## src/rtl/mmc_sector_sequencer.sv

```systemverilog
// Multi-sector sequencer: turns host init/read/write requests into MMC controller
// card/buffer commands and a 32-bit valid/ready word stream per 512-byte sector.
module mmc_sector_sequencer #(
  parameter int P_WORDS     = 128,
  parameter int P_TIMEOUT_W = 24
) (
  input  logic        iCLOCK,
  input  logic        inRESET,
  input  logic        iINIT,
  input  logic        iSTART,
  input  logic        iDIR,
  input  logic [31:0] iLBA,
  input  logic [15:0] iCOUNT,
  output logic        oBUSY,
  output logic        oDONE,
  output logic        oERROR,
  output logic [5:0]  oERR_FLAGS,
  output logic [15:0] oSECT_DONE,
  output logic        oRD_VALID,
  output logic [31:0] oRD_DATA,
  input  logic        iRD_READY,
  input  logic        iWR_VALID,
  input  logic [31:0] iWR_DATA,
  output logic        oWR_READY,
  output logic        oMMC_REQ,
  output logic [2:0]  oMMC_COMMAND,
  output logic [31:0] oMMC_ADDR,
  output logic [31:0] oMMC_DATA,
  input  logic        iMMC_BUSY,
  input  logic        iMMC_VALID,
  input  logic [31:0] iMMC_DATA,
  input  logic        iMMC_ERROR,
  input  logic [5:0]  iMMC_FLAGS
);

  localparam int WW = $clog2(P_WORDS);
  localparam logic [WW-1:0] LAST = WW'(P_WORDS - 1);

  localparam logic [3:0] S_IDLE     = 4'd0;
  localparam logic [3:0] S_INIT_ISS = 4'd1;
  localparam logic [3:0] S_CARD_ISS = 4'd2;
  localparam logic [3:0] S_CARD_WT  = 4'd3;
  localparam logic [3:0] S_BRD_ISS  = 4'd4;
  localparam logic [3:0] S_BRD_WT   = 4'd5;
  localparam logic [3:0] S_RD_OUT   = 4'd6;
  localparam logic [3:0] S_WR_IN    = 4'd7;
  localparam logic [3:0] S_BWR_ISS  = 4'd8;
  localparam logic [3:0] S_BWR_WT   = 4'd9;
  localparam logic [3:0] S_NEXT     = 4'd10;
  localparam logic [3:0] S_FIN      = 4'd11;

  localparam logic [2:0] C_INIT = 3'd0;
  localparam logic [2:0] C_RDC  = 3'd1;
  localparam logic [2:0] C_WRC  = 3'd2;
  localparam logic [2:0] C_RDB  = 3'd3;
  localparam logic [2:0] C_WRB  = 3'd4;

  logic [3:0]             state;
  logic                   is_init;
  logic                   dir;
  logic [31:0]            lba;
  logic [15:0]            rem;
  logic [WW-1:0]          word;
  logic [P_TIMEOUT_W-1:0] wdog;
  logic                   in_wait;
  logic                   fail_err;
  logic                   fail_to;

  assign in_wait  = (state == S_CARD_WT) || (state == S_BRD_WT) ||
                    (state == S_BWR_WT);
  assign fail_err = in_wait && iMMC_VALID && iMMC_ERROR;
  assign fail_to  = in_wait && !iMMC_VALID && (&wdog);

  assign oBUSY     = (state != S_IDLE);
  assign oDONE     = (state == S_FIN);
  assign oRD_VALID = (state == S_RD_OUT);
  assign oWR_READY = (state == S_WR_IN);

  always_ff @(posedge iCLOCK or negedge inRESET) begin
    if (!inRESET) begin
      state        <= S_IDLE;
      is_init      <= 1'b0;
      dir          <= 1'b0;
      lba          <= '0;
      rem          <= '0;
      word         <= '0;
      wdog         <= '0;
      oERROR       <= 1'b0;
      oERR_FLAGS   <= '0;
      oSECT_DONE   <= '0;
      oRD_DATA     <= '0;
      oMMC_REQ     <= 1'b0;
      oMMC_COMMAND <= '0;
      oMMC_ADDR    <= '0;
      oMMC_DATA    <= '0;
    end else begin
      oMMC_REQ <= 1'b0;
      wdog     <= in_wait ? wdog + 1'b1 : '0;
      if (fail_err || fail_to) begin
        oERROR     <= 1'b1;
        oERR_FLAGS <= fail_err ? iMMC_FLAGS : 6'h02;
        state      <= S_FIN;
      end else begin
        unique case (state)
          S_IDLE: begin
            if (iINIT) begin
              is_init    <= 1'b1;
              oERROR     <= 1'b0;
              oERR_FLAGS <= '0;
              state      <= S_INIT_ISS;
            end else if (iSTART) begin
              if (iCOUNT == '0) begin
                state <= S_FIN;
              end else begin
                is_init    <= 1'b0;
                lba        <= iLBA;
                rem        <= iCOUNT;
                dir        <= iDIR;
                word       <= '0;
                oERROR     <= 1'b0;
                oERR_FLAGS <= '0;
                oSECT_DONE <= '0;
                state      <= iDIR ? S_WR_IN : S_CARD_ISS;
              end
            end
          end
          S_INIT_ISS: if (!iMMC_BUSY) begin
            oMMC_REQ     <= 1'b1;
            oMMC_COMMAND <= C_INIT;
            oMMC_ADDR    <= '0;
            state        <= S_CARD_WT;
          end
          S_CARD_ISS: if (!iMMC_BUSY) begin
            oMMC_REQ     <= 1'b1;
            oMMC_COMMAND <= dir ? C_WRC : C_RDC;
            oMMC_ADDR    <= {lba[22:0], 9'h0};
            state        <= S_CARD_WT;
          end
          S_CARD_WT: if (iMMC_VALID) begin
            word <= '0;
            if (is_init)  state <= S_FIN;
            else if (dir) state <= S_NEXT;
            else          state <= S_BRD_ISS;
          end
          S_BRD_ISS: if (!iMMC_BUSY) begin
            oMMC_REQ     <= 1'b1;
            oMMC_COMMAND <= C_RDB;
            oMMC_ADDR    <= 32'({word, 2'b00});
            state        <= S_BRD_WT;
          end
          S_BRD_WT: if (iMMC_VALID) begin
            oRD_DATA <= iMMC_DATA;
            state    <= S_RD_OUT;
          end
          S_RD_OUT: if (iRD_READY) begin
            word  <= word + 1'b1;
            state <= (word == LAST) ? S_NEXT : S_BRD_ISS;
          end
          S_WR_IN: if (iWR_VALID) begin
            oMMC_DATA <= iWR_DATA;
            state     <= S_BWR_ISS;
          end
          S_BWR_ISS: if (!iMMC_BUSY) begin
            oMMC_REQ     <= 1'b1;
            oMMC_COMMAND <= C_WRB;
            oMMC_ADDR    <= 32'({word, 2'b00});
            state        <= S_BWR_WT;
          end
          S_BWR_WT: if (iMMC_VALID) begin
            word  <= word + 1'b1;
            state <= (word == LAST) ? S_CARD_ISS : S_WR_IN;
          end
          S_NEXT: begin
            oSECT_DONE <= oSECT_DONE + 1'b1;
            lba        <= lba + 1'b1;
            rem        <= rem - 1'b1;
            word       <= '0;
            if (rem == 16'd1) state <= S_FIN;
            else              state <= dir ? S_WR_IN : S_CARD_ISS;
          end
          S_FIN:   state <= S_IDLE;
          default: state <= S_IDLE;
        endcase
      end
    end
  end

endmodule
```

## config.mk

```make
export PLATFORM = sky130hd
export DESIGN_NAME = mmc_sector_sequencer
export DESIGN_NICKNAME = d
export VERILOG_FILES = /design/src/rtl/mmc_sector_sequencer.sv
export SDC_FILE = /design/constraint.sdc
export NUM_CORES = 1
export LEC_CHECK = 0
export BUFFER_PORTS_ARGS = -buffer_cell sky130_fd_sc_hd__clkbuf_2
export CAP_MARGIN = 20
export CORE_AREA = 3 3 149 151
export DETAILED_ROUTE_END_ITERATION = 16
export DIE_AREA = 0 0 152 154
export PLACE_DENSITY = 0.69
export SLEW_MARGIN = 20
export SYNTH_ARGS = -nofsm -noshare
export SYNTH_HDL_FRONTEND = slang
export SYNTH_SLANG_ARGS = --single-unit
```

## constraint.sdc

```tcl
create_clock -name iCLOCK -period 3.2 [get_ports iCLOCK]
set_input_delay 0.16 -clock iCLOCK [delete_from_list [all_inputs] [get_ports iCLOCK]]
set_output_delay 0.16 -clock iCLOCK [all_outputs]
set_load 0.05 [all_outputs]
```

==> results.sh <==
export IMPL_status="completed"
export IMPL_dpl_cell_area_um2=10900
export IMPL_via_per_inst=5.36
export IMPL_core_um2=21000
export IMPL_setup_slack_ps=456
export IMPL_final_period_utilization_pct=85.7
export IMPL_fin_tns_setup_ps=0
export IMPL_grt_total_usage_pct=21.8
export IMPL_layout_commonest_cell="clkbuf_2"
export IMPL_netSwitchingFraction_pct=49.8
export IMPL_power_mw=12.1
export IMPL_finalSetupViolCount=0
export IMPL_ys_ff_latch=197
export IMPL_synth_top_cell_area_share_pct=52.3
export IMPL_endpoint_kind="flop"
export IMPL_grt_pass1_wl_um=42500
export IMPL_holdWs_ps=19.2
export IMPL_nNetsFinal=1368
export IMPL_slowest_delay_ps=810
export IMPL_synth_area_top_cells="dfrtp_1 (52%), mux2_2 (7.2%), nand2_1 (4.8%), nor2_1 (3.2%), nand3_1 (3.0%)"
export IMPL_yosys_area_top_type="dfrtp_1"
export IMPL_cts_hold_buf=88
export IMPL_synth_edf_count=0
export IMPL_synth_main_ff_cell="dfrtp_1"
export IMPL_power_leakage_nw=5.82
export IMPL_grt_pass1_vias=8154
export IMPL_async_reset_ff_share_pct=100
export IMPL_clk_pin_slew_worst_paths_ps=70
export IMPL_drv_cap=0
export IMPL_yosysWarnings=0
export IMPL_arrival_ps=3060
export IMPL_io_pins=255
export IMPL_wl_per_cell_um=16.7
export IMPL_dp_cells=1402
export IMPL_p_int_mw=6.09
export IMPL_cp_data_required_time_ps=3520
export IMPL_rsz0062_at_grt="no"
export IMPL_final_cells=1521
export IMPL_root_buffer="clkbuf_16"
export IMPL_crit_fanout=27
export IMPL_combPwrFrac_pct=48.5
export IMPL_layout_common_cells="clkbuf_2 (242), dfrtp_1 (197), nand2_1 (121)"
export IMPL_n_antenna_cell=0
export IMPL_slew_limit_headroom_pct=34.1
export IMPL_cts_htree_levels=4
export IMPL_wl_um=25400
export IMPL_yosysSeqAreaShare_pct=52.3
export IMPL_design_area_um2=12300
export IMPL_gp_congestion=0.852
export IMPL_die_y_um=154
export IMPL_cts_buffers=17
export IMPL_hold_viol_final=0
export IMPL_syn_avg_cell_area_um2=10.3
export IMPL_antenna_found_initial=0
export IMPL_drive_gt1_share_pct=30.2
export IMPL_fmax_ghz=0.364
export IMPL_dpl_worst_slack_ps=621
export IMPL_fin_skew_ps=13.3
export IMPL_power_frac_clock_pct=16.8
export IMPL_power_density_nw_per_um2=985
export IMPL_tightest_slew_ps=988
export IMPL_post_cts_buffers=0
export IMPL_synthCells=917
export IMPL_start_util_pct=45.0
export IMPL_die_width_um=152
export IMPL_hp_class="in2reg"
export IMPL_p_sw_mw=6.05
export IMPL_clock_path_buffers=2
export IMPL_hpwl_um=17200
export IMPL_seqPwrFrac_pct=34.7
export IMPL_clkLatencyLatePin_ps=430
export IMPL_rows=53
export IMPL_fin_crit_ps=2740
export IMPL_drv_slew=0
export IMPL_final_core_util_pct=58.8
export IMPL_start_kind="input port"
export IMPL_grt_ovfl_total=0
export IMPL_crit_slowest_cell="o21a_1"
export IMPL_crit_chain="dlygate4sd3_1 > clkbuf_2 > nor4_1 > and4_1 > o21a_1 > nor2_1 > o221a_2"
export IMPL_clock_sinks=197
export IMPL_drtIter0Drc=554
export IMPL_cts_resized=0
export IMPL_antenna_left=0
export IMPL_syn_area_um2=9420
export IMPL_criticalPathCategory="in2reg"
export IMPL_grt_max_degree=93
export IMPL_first_pass_iters=6
export IMPL_syn_to_final_growth_pct=30.9
export IMPL_portBuffers=243
export IMPL_cts_tree="done"
export IMPL_max_vdd_ir_drop_v=0.000407
export IMPL_route_vias_total=8147
export IMPL_dieArea_um2=23400
export IMPL_synth_cell_types=72
export IMPL_drc=0
## registers in the layout, indices dropped and copies added (netlist names)
name          count
dir               1
is_init           1
lba              23
oERROR            1
oERR_FLAGS        6
oMMC_ADDR        30
oMMC_COMMAND      3
oMMC_DATA        32
oMMC_REQ          1
oRD_DATA         32
oSECT_DONE       16
rem              16
state             4
wdog             24
word              7
## power by group through the flow
stage	clock network, mW	logic, mW	registers, mW
2_1_floorplan	0	2.21	6.35
3_3_place_gp	0	5.74	4.18
3_5_place_dp	0	5.81	4.23
4_1_cts	2.11	5.90	4.19
5_1_grt	2.20	6.32	4.36
6_report	2.05	5.89	4.21
## cells by family after synthesis
kind of cell,after synthesis,share of synthesized area [%]
DFF,197,52.3
and+or+nand+nor,373,19.8
xor gates and xnor gates,31,2.88
adders and majority gates,6,0.797
buffers and inverters,71,3.67
AOI/OAI and AO/OA,171,12.5
other,1,0.0398
muxes,67,8.02
## final cells by class
class | count | area [µm²]
fill | 1797 | 8630
sequential | 197 | 4930
multi-input combinational | 650 | 4150
timing repair buffer | 349 | 2270
clock buffer | 17 | 425
tap | 275 | 344
clock inverter | 14 | 139
inverter | 19 | 71.3
## critical path: cells and delay by family
family | cells | cell delay, ps
compound gates | 2 | 1080
buf+inv | 2 | 650
simple gates | 3 | 1160
## Yosys cell counts, types with 5 or more instances
| cell | count |
|---|---|
| and4_1 | 7 |
| o22a_1 | 5 |
| inv_1 | 18 |
| or3_1 | 10 |
| nand4_1 | 19 |
| and3_1 | 11 |
| nand2_1 | 121 |
| a22o_1 | 6 |
| nand2b_1 | 5 |
| nor4_1 | 8 |
| dfrtp_1 | 197 |
| mux2_2 | 60 |
| and2_1 | 7 |
| a31oi_1 | 5 |
| nor3_1 | 23 |
| a211oi_1 | 5 |
| o21ai_0 | 43 |
| buf_2 | 26 |
| o221a_2 | 7 |
| o211ai_1 | 11 |
| clkbuf_1 | 17 |
| a311oi_1 | 5 |
| a21oi_1 | 36 |
| xor2_1 | 21 |
| nor2_1 | 80 |
| a221o_1 | 5 |
| ha_1 | 6 |
| xnor2_1 | 10 |
| nand3_1 | 57 |
## final timing paths
kind / from / slack (ps) / to / depth (start not counted)
setup reg to reg: state[2]$_DFFE_PN0P_ / 640 / lba[9]$_DFFE_PN0P_ / 6
hold / removal: iLBA[12] / 20 / lba[12]$_DFFE_PN0P_ / 3
hold reg to reg: oMMC_ADDR[19]$_DFFE_PN0P_ / 470 / oMMC_ADDR[19]$_DFFE_PN0P_ / 2
max in group asynchronous: inRESET / 2070 / oRD_DATA[3]$_DFFE_PN0P_ / 3
setup / recovery: iCOUNT[3] / 460 / lba[6]$_DFFE_PN0P_ / 7
min in group asynchronous: inRESET / 360 / oMMC_DATA[22]$_DFFE_PN0P_ / 2
## layer usage
layer | GRT usage [%] | part of all wire [%] | vias to the layer above
li1 | - | - | 3929
met1 | 29.9 | 45 | 3937
met2 | 35.9 | 48 | 252
met3 | 4.00 | 4.9 | 29
met4 | 5.95 | 1.6 | 0
met5 | 0 | 0 | -
No activity file was read; power rests on OpenSTA's default activity.
